<file path="src/rtl/atconv_pool_param.sv">
// atconv_pool_param
//   Atrous 3x3 high-pass convolution engine with replicate padding, bias,
//   ReLU and saturation. Results go to layer-0 memory (csel=0). An optional
//   2x2/stride-2 max-pool with round-up-to-integer writes layer-1 memory
//   (csel=1).
//
// Ports
//   clk       rising-edge clock
//   reset     asynchronous active-high reset
//   ready     host start request, sampled in IDLE only
//   busy      high from the cycle after ready is accepted to the final write
//   iaddr     image ROM address (row*IMG_W+col), registered
//   idata     signed pixel at iaddr
//   cwr       one-cycle memory write strobe
//   caddr_wr  write address
//   cdata_wr  write data
//   crd       layer-0 read enable (pool phase only)
//   caddr_rd  read address, registered
//   cdata_rd  data at caddr_rd
//   csel      0 = layer-0 memory, 1 = layer-1 memory
module atconv_pool_param #(
    parameter int IMG_W   = 64,
    parameter int IMG_H   = 64,
    parameter int DIL     = 2,
    parameter int DW      = 13,
    parameter int FRAC    = 4,
    parameter int BIAS    = 12,
    parameter int AW      = 12,
    parameter int POOL_EN = 1
) (
    input  logic                 clk,
    input  logic                 reset,
    input  logic                 ready,
    output logic                 busy,
    output logic [AW-1:0]        iaddr,
    input  logic signed [DW-1:0] idata,
    output logic                 cwr,
    output logic [AW-1:0]        caddr_wr,
    output logic signed [DW-1:0] cdata_wr,
    output logic                 crd,
    output logic [AW-1:0]        caddr_rd,
    input  logic signed [DW-1:0] cdata_rd,
    output logic                 csel
);

    localparam int ACW = DW + 4;
    localparam int EW  = DW + 1;
    localparam logic [AW-1:0] COL_LAST  = AW'(IMG_W - 1);
    localparam logic [AW-1:0] ROW_LAST  = AW'(IMG_H - 1);
    localparam logic [AW-1:0] PCOL_LAST = AW'(IMG_W / 2 - 1);
    localparam logic [AW-1:0] PROW_LAST = AW'(IMG_H / 2 - 1);
    localparam logic signed [ACW-1:0] BIAS_X = ACW'(BIAS);
    localparam logic signed [ACW-1:0] SMAX   = ACW'(2 ** (DW - 1) - 1);
    localparam logic signed [EW-1:0]  FMASK  = EW'((1 << FRAC) - 1);
    localparam logic signed [EW-1:0]  FSTEP  = EW'(1 << FRAC);
    localparam logic signed [EW-1:0]  IMAX   = EW'(2 ** (DW - 1) - 1) & ~FMASK;

    typedef enum logic [2:0] {
        S_IDLE, S_FETCH, S_CONV, S_WR_L0, S_POOL_RD, S_POOL_WR, S_DONE
    } state_t;

    state_t state_q, state_d;
    logic [3:0]    k_q, k_d;
    logic [AW-1:0] row_q, row_d, col_q, col_d, prow_q, prow_d, pcol_q, pcol_d;
    logic          busy_q, busy_d, cwr_q, cwr_d, crd_q, crd_d, csel_q, csel_d;
    logic [AW-1:0] iaddr_q, iaddr_d, caddr_wr_q, caddr_wr_d, caddr_rd_q, caddr_rd_d;
    logic signed [DW-1:0] cdata_wr_q, cdata_wr_d;

    logic signed [DW-1:0]  tap_q [9];
    logic signed [DW-1:0]  pool_q [4];
    logic signed [ACW-1:0] conv_acc;
    logic signed [DW-1:0]  pool_max;

    function automatic int clamp_coord(input int v, input int hi);
        if (v < 0) return 0;
        if (v > hi) return hi;
        return v;
    endfunction

    // Tap k (0..8) in TL,T,TR,L,C,R,BL,B,BR order, edges replicated.
    function automatic logic [AW-1:0] tap_addr(input logic [AW-1:0] r0,
                                               input logic [AW-1:0] c0,
                                               input logic [3:0] k);
        int r, c;
        r = clamp_coord(int'(r0) + (int'(k) / 3 - 1) * DIL, IMG_H - 1);
        c = clamp_coord(int'(c0) + (int'(k) % 3 - 1) * DIL, IMG_W - 1);
        return AW'(r * IMG_W + c);
    endfunction

    function automatic logic [AW-1:0] pool_addr(input logic [AW-1:0] pr,
                                                input logic [AW-1:0] pc,
                                                input logic [3:0] k);
        return AW'((2 * int'(pr) + int'(k) / 2) * IMG_W + 2 * int'(pc) + int'(k) % 2);
    endfunction

    function automatic logic signed [ACW-1:0] sx(input logic signed [DW-1:0] v);
        return {{(ACW - DW){v[DW-1]}}, v};
    endfunction

    function automatic logic signed [DW-1:0] relu_sat(input logic signed [ACW-1:0] a);
        if (a[ACW-1]) return '0;
        if (a > SMAX) return SMAX[DW-1:0];
        return a[DW-1:0];
    endfunction

    // Round up to the next integer, clipped to the largest representable integer.
    function automatic logic signed [DW-1:0] ceil_int(input logic signed [DW-1:0] v);
        logic signed [EW-1:0] e;
        e = {v[DW-1], v};
        if ((e & FMASK) != '0) e = (e + FSTEP) & ~FMASK;
        if (e > IMAX) e = IMAX;
        return e[DW-1:0];
    endfunction

    // Shifts are applied per tap (floor) before the sum.
    always_comb begin
        conv_acc = sx(tap_q[4])
                 - (sx(tap_q[0]) >>> 4) - (sx(tap_q[2]) >>> 4)
                 - (sx(tap_q[6]) >>> 4) - (sx(tap_q[8]) >>> 4)
                 - (sx(tap_q[1]) >>> 3) - (sx(tap_q[7]) >>> 3)
                 - (sx(tap_q[3]) >>> 2) - (sx(tap_q[5]) >>> 2)
                 - BIAS_X;
    end

    always_comb begin
        pool_max = pool_q[0];
        for (int i = 1; i < 4; i++) begin
            if (pool_q[i] > pool_max) pool_max = pool_q[i];
        end
    end

    always_comb begin
        state_d    = state_q;
        k_d        = k_q;
        row_d      = row_q;
        col_d      = col_q;
        prow_d     = prow_q;
        pcol_d     = pcol_q;
        busy_d     = busy_q;
        iaddr_d    = iaddr_q;
        cwr_d      = 1'b0;
        caddr_wr_d = caddr_wr_q;
        cdata_wr_d = cdata_wr_q;
        crd_d      = 1'b0;
        caddr_rd_d = caddr_rd_q;
        csel_d     = csel_q;
        case (state_q)
            S_IDLE: begin
                if (ready) begin
                    busy_d  = 1'b1;
                    state_d = S_FETCH;
                    k_d     = '0;
                    row_d   = '0;
                    col_d   = '0;
                    prow_d  = '0;
                    pcol_d  = '0;
                    csel_d  = 1'b0;
                end
            end
            // Address of tap k goes out in cycle k+1; its data is captured
            // at the end of that cycle.
            S_FETCH: begin
                if (k_q <= 4'd8) iaddr_d = tap_addr(row_q, col_q, k_q);
                if (k_q == 4'd9) begin
                    k_d     = '0;
                    state_d = S_CONV;
                end else begin
                    k_d = k_q + 4'd1;
                end
            end
            S_CONV: begin
                cwr_d      = 1'b1;
                csel_d     = 1'b0;
                caddr_wr_d = AW'(int'(row_q) * IMG_W + int'(col_q));
                cdata_wr_d = relu_sat(conv_acc);
                state_d    = S_WR_L0;
            end
            S_WR_L0: begin
                state_d = S_FETCH;
                if (col_q == COL_LAST) begin
                    col_d = '0;
                    if (row_q == ROW_LAST) begin
                        if (POOL_EN != 0) begin
                            state_d = S_POOL_RD;
                        end else begin
                            state_d = S_DONE;
                            busy_d  = 1'b0;
                        end
                    end else begin
                        row_d = row_q + AW'(1);
                    end
                end else begin
                    col_d = col_q + AW'(1);
                end
            end
            // Reads issued k=0..3, captured k=1..4, compute and stage write at k=5.
            S_POOL_RD: begin
                if (k_q <= 4'd3) begin
                    crd_d      = 1'b1;
                    caddr_rd_d = pool_addr(prow_q, pcol_q, k_q);
                end
                if (k_q == 4'd5) begin
                    k_d        = '0;
                    cwr_d      = 1'b1;
                    csel_d     = 1'b1;
                    caddr_wr_d = AW'(int'(prow_q) * (IMG_W / 2) + int'(pcol_q));
                    cdata_wr_d = ceil_int(pool_max);
                    state_d    = S_POOL_WR;
                end else begin
                    k_d = k_q + 4'd1;
                end
            end
            S_POOL_WR: begin
                csel_d  = 1'b0;
                state_d = S_POOL_RD;
                if (pcol_q == PCOL_LAST) begin
                    pcol_d = '0;
                    if (prow_q == PROW_LAST) begin
                        state_d = S_DONE;
                        busy_d  = 1'b0;
                    end else begin
                        prow_d = prow_q + AW'(1);
                    end
                end else begin
                    pcol_d = pcol_q + AW'(1);
                end
            end
            S_DONE:  state_d = S_IDLE;
            default: state_d = S_IDLE;
        endcase
    end

    always_ff @(posedge clk or posedge reset) begin
        if (reset) begin
            state_q    <= S_IDLE;
            k_q        <= '0;
            row_q      <= '0;
            col_q      <= '0;
            prow_q     <= '0;
            pcol_q     <= '0;
            busy_q     <= 1'b0;
            iaddr_q    <= '0;
            cwr_q      <= 1'b0;
            caddr_wr_q <= '0;
            cdata_wr_q <= '0;
            crd_q      <= 1'b0;
            caddr_rd_q <= '0;
            csel_q     <= 1'b0;
        end else begin
            state_q    <= state_d;
            k_q        <= k_d;
            row_q      <= row_d;
            col_q      <= col_d;
            prow_q     <= prow_d;
            pcol_q     <= pcol_d;
            busy_q     <= busy_d;
            iaddr_q    <= iaddr_d;
            cwr_q      <= cwr_d;
            caddr_wr_q <= caddr_wr_d;
            cdata_wr_q <= cdata_wr_d;
            crd_q      <= crd_d;
            caddr_rd_q <= caddr_rd_d;
            csel_q     <= csel_d;
        end
    end

    // Captured operands carry no reset; they are always refilled before use.
    always_ff @(posedge clk) begin
        if (state_q == S_FETCH && k_q != 4'd0) tap_q[k_q - 4'd1] <= idata;
        if (state_q == S_POOL_RD && k_q >= 4'd1 && k_q <= 4'd4)
            pool_q[k_q[1:0] - 2'd1] <= cdata_rd;
    end

    assign busy     = busy_q;
    assign iaddr    = iaddr_q;
    assign cwr      = cwr_q;
    assign caddr_wr = caddr_wr_q;
    assign cdata_wr = cdata_wr_q;
    assign crd      = crd_q;
    assign caddr_rd = caddr_rd_q;
    assign csel     = csel_q;

endmodule

</file>
<file path="config.mk">
export PLATFORM = sky130hd
export DESIGN_NAME = atconv_pool_param
export DESIGN_NICKNAME = d
export VERILOG_FILES = /design/src/rtl/atconv_pool_param.sv
export SDC_FILE = /design/constraint.sdc
export NUM_CORES = 1
export LEC_CHECK = 0
export CELL_PAD_IN_SITES_DETAIL_PLACEMENT = 2
export CELL_PAD_IN_SITES_GLOBAL_PLACEMENT = 2
export CORE_MARGIN = 4
export CORE_UTILIZATION = 30
export DETAILED_ROUTE_END_ITERATION = 12
export GPL_ROUTABILITY_DRIVEN = 0
export PLACE_DENSITY = 0.73
export REMOVE_ABC_BUFFERS = 1
export SYNTH_ARGS = -nofsm -noshare
export SYNTH_HDL_FRONTEND = slang
export SYNTH_SLANG_ARGS = --single-unit
</file>
<file path="constraint.sdc">
create_clock -name clk -period 8.77 [get_ports clk]
set_input_delay 2.1925 -clock clk [delete_from_list [all_inputs] [get_ports clk]]
set_output_delay 2.1925 -clock clk [all_outputs]
set_load 0.01 [all_outputs]
</file>
==> flow_metrics.py <==
metrics = {
    "outcome": {
        "status": "finished clean",
    },
    "global_route": {
        "grt_pass1_wl_um": 81000,
        "grt_util_all_layers": 0.170,
        "antenna_found_initial": 0,
        "grt_start_max_net_pins": 66,
        "globalRoute.totalOverflow": 0,
        "grt_pass1_vias": 14400,
    },
    "sta": {
        "hold_violations": 0,
        "relSlewSlack": 0.218,
        "clock.fmax_ghz": 0.125,
        "setup_tns_ns": 0,
        "period_minus_slack_ns": 7.97,
        "rsz0062_at_grt": "no",
        "clock_skew_ns": 0.0266,
        "fin_crit_sh": 0.909,
        "drv_slew": 0,
        "worst_pin_slew_ns": 1.17,
        "setup_viol": 0,
    },
    "drt": {
        "vias": 12500,
        "ant_nets": 0,
        "drcViolationCount": 0,
        "drtPass1Iterations": 5,
        "drt-total-wl_um": 50100,
        "drt-initial-drc-count": 517,
        "wl_per_cell_um": 20.6,
        "routed_via_density": 5.12,
    },
    "synthesis": {
        "yosys_warnings": 0,
        "syn_avg_cell_area_um2": 10.3,
        "synth_edf_count": 143,
        "synth_area_um2": 16500,
        "yosysSeqAreaShare": 0.423,
        "synth.distinct_cells": 87,
        "ys_seq_elements": 251,
        "yosysTopAreaCellShare": 0.260,
        "synthCells": 1612,
        "netlist_top_cells_area": "edfxtp_1 (26%), dfrtp_1 (16%), fa_1 (10%)",
        "ys.flop_type": "edfxtp_1",
        "async_reset_ff_frac": 0.430,
        "synth.largest_area_cell": "edfxtp_1",
    },
    "floorplan": {
        "die_h_um": 243,
        "rows": 85,
        "ios": 82,
        "coreArea_um2": 54200,
        "start_util": 0.305,
        "die_w_um": 243,
        "die_area_um2": 59000,
    },
    "final_layout": {
        "num_antenna_cells": 0,
        "instances_no_fill": 2430,
        "syn2layout_area_growth_pct": 16.8,
        "nets": 1943,
        "layout-drive-gt1-share": 0.0692,
    },
    "setup_path": {
        "startpoint": "pool_q[1][12]$_DFFE_PP_",
        "path_max_fanout": 19,
        "cp-endpoint": "cdata_wr[6]$_DFFE_PP0P_",
        "end_kind": "flop",
        "cp_slowest_cell": "ha_1",
        "crit_top_cell": "ha_1",
        "cp_data_arrival_time_ns": 8.49,
        "reg2reg_from": "pool_q[1][12]$_DFFE_PP_",
        "crit_type": "reg -> reg",
        "r2r_end": "cdata_wr[6]$_DFFE_PP0P_",
        "rrSetupSlack_ns": 0.80,
        "max_stage_delay_ns": 0.48,
        "r2r_cells": 30,
        "start_kind": "flop",
        "required_ns": 9.29,
    },
    "clock_network": {
        "htree_num_levels": 1,
        "cts_tree": "yes",
        "cts_hold_buffers": 0,
        "clk_pin_slew_ns": 0.06,
        "clk_latency_ns": 0.60,
        "clk_path_buf_depth": 3,
        "clockRootBuffer": "clkbuf_16",
        "clock-sinks": 251,
        "cts_buffers": 31,
    },
    "power": {
        "powerDensity_nw_per_um2": 350,
        "leakagePower_nw": 8.34,
        "swShare": 0.444,
        "ir_worst_vdd_uv": 210,
        "internal_power_w": 0.00377,
        "clockPowerShare": 0.199,
        "p_switching_w": 0.00300,
        "power_frac_seq": 0.227,
        "power_frac_comb": 0.574,
    },
    "flow_run": {
        "maxCapViolations": 0,
    },
    "place": {
        "portBuffers": 81,
        "hpwl_um": 38100,
        "place_inst": 2372,
    },
    "hold_path": {
        "hp-class": "reg -> reg",
    },
}
==> flip-flops by register name (all words and copies together) (netlist names) <==
name / flops
tap_q: 91
pool_q: 52
cdata_wr: 13
caddr_rd: 12
caddr_wr: 12
col_q: 12
iaddr: 12
pcol_q: 12
prow_q: 12
row_q: 12
k_q: 4
state_q: 3
busy: 1
crd: 1
csel: 1
cwr: 1
==> stage by stage <==
| step | total power, W | hold WS (ns) | cell area [um^2] | util | setup WS [ns] |
|---|---|---|---|---|---|
| global placement | 0.00524 | 0.463 | 18200 | 0.336 | 1.25 |
| finish | 0.00677 | 0.469 | 19300 | 0.356 | 0.796 |
| CTS | 0.00688 | 0.480 | 19300 | 0.356 | 0.630 |
| detailed placement | 0.00545 | 0.466 | 18200 | 0.336 | 0.685 |
| global route | 0.00741 | 0.504 | 19300 | 0.356 | 0.0583 |
| floorplan | 0.00422 | 0.487 | 16400 | - | 1.77 |
==> critical path: cells and delay by family, from the launching register on <==
kind | cells | cell delay [ns]
adders and majority gates | 4 | 1.27
muxes | 1 | 0.37
AOI/OAI and AO/OA | 12 | 2.66
buffers and inverters | 2 | 0.21
and+or+nand+nor | 11 | 2.96
DFF | 1 | 0.41
==> logic make-up after synthesis <==
| group | after synthesis | share of synthesized area |
|---|---|---|
| flip-flops | 251 | 0.423 |
| adder cells (fa/ha/maj) | 205 | 0.193 |
| AND/OR/NAND/NOR | 473 | 0.140 |
| AO/OA/AOI/OAI | 351 | 0.134 |
| other | 2 | 0.000454 |
| buffers and inverters | 232 | 0.0545 |
| XOR/XNOR | 77 | 0.0408 |
| multiplexers | 21 | 0.0136 |
==> cells in the mapped netlist (12+ instances only) <==
master / instances
fa_1: 84
o21bai_1: 12
nand2_1: 143
inv_1: 188
nor4_1: 12
xor2_1: 40
dfrtp_1: 108
nand3_1: 49
a31oi_1: 21
nand4_1: 16
mux2_2: 12
xnor2_1: 37
and2_1: 19
nor3_1: 36
ha_1: 121
a21oi_1: 79
nand2b_1: 17
edfxtp_1: 143
o21ai_0: 111
nor2_1: 107
and3_1: 22
a21o_1: 28
clkbuf_1: 29
==> power groups by stage <==
stage               combinational, W  clock [W]  sequential (W)
CTS                          0.00395    0.00139         0.00153
global route                 0.00442    0.00143         0.00155
global placement             0.00369          0         0.00155
detailed placement           0.00390          0         0.00155
finish                       0.00389    0.00134         0.00154
floorplan                    0.00267          0         0.00156
==> layout make-up <==
class                           count  area (um^2)
Clock inverter                     16          206
Multi-Input combinational cell   1133         8700
Inverter                          191          727
Sequential cell                   251         7000
Timing Repair Buffer              101          961
Clock buffer                       42          867
Tap cell                          696          871
Fill cell                        5798        34900
==> metal layers <==
layer,share of wire,track usage
met1,0.46,0.221
met2,0.50,0.306
met3,0.026,0.0204
met4,0.019,0.0331
met5,0,0
==> what timing repair did <==
item	4_1_cts	5_1_grt
resized for setup	0	3
setup buffers	0	0
setup endpoints to repair	0	7
==> placed cells by master, fill, tap and decap left out, types with 5 or more instances in the layout <==
master           synthesis  final
o31ai_1                 11     11
mux2i_1                  9      9
o21ai_1                 10     10
xor2_1                  40     40
nand2b_1                17     17
mux2_2                  12     12
o21a_1                   6      6
o21ai_0                111    111
o21bai_1                12     12
clkbuf_16                0     31
dfrtp_1                108    108
nand4_1                 16     16
clkbuf_1                29      6
nor4_1                  12     10
nand3_1                 49     49
a21oi_1                 79     79
clkbuf_8                 0      5
and2_1                  19     19
xnor2_1                 37     37
nor2_1                 107    106
nor3_1                  36     35
or3_1                   10     10
clkdlybuf4s50_1          0     81
nand2_1                143    143
clkinvlp_4               0      6
buf_4                    2     20
a22o_1                   5      5
a21o_1                  28     28
o211ai_1                10     10
edfxtp_1               143    143
conb_1                   2      6
fa_1                    84     84
nor2b_1                 11     11
inv_1                  188    187
a31o_2                   6      6
and3_1                  22     22
a31oi_1                 21     21
ha_1                   121    121
==> how the worst min path moves through the flow <==
| stage | from | endpoint | slack, ns | cells after the start |
|---|---|---|---|---|
| after CTS | cdata_wr[0]$_DFFE_PP0P_ | cdata_wr[0]$_DFFE_PP0P_ | 0.48 | 2 |
| after global placement | cdata_wr[1]$_DFFE_PP0P_ | cdata_wr[1]$_DFFE_PP0P_ | 0.46 | 2 |
| after detailed placement | cdata_wr[0]$_DFFE_PP0P_ | cdata_wr[0]$_DFFE_PP0P_ | 0.47 | 2 |
| final | cdata_wr[0]$_DFFE_PP0P_ | cdata_wr[0]$_DFFE_PP0P_ | 0.47 | 2 |
| after global routing | cdata_wr[0]$_DFFE_PP0P_ | cdata_wr[0]$_DFFE_PP0P_ | 0.50 | 2 |
| after floorplan | pcol_q[11]$_DFFE_PP0P_ | pcol_q[11]$_DFFE_PP0P_ | 0.49 | 1 |
Power figures use the tool's default switching activity.
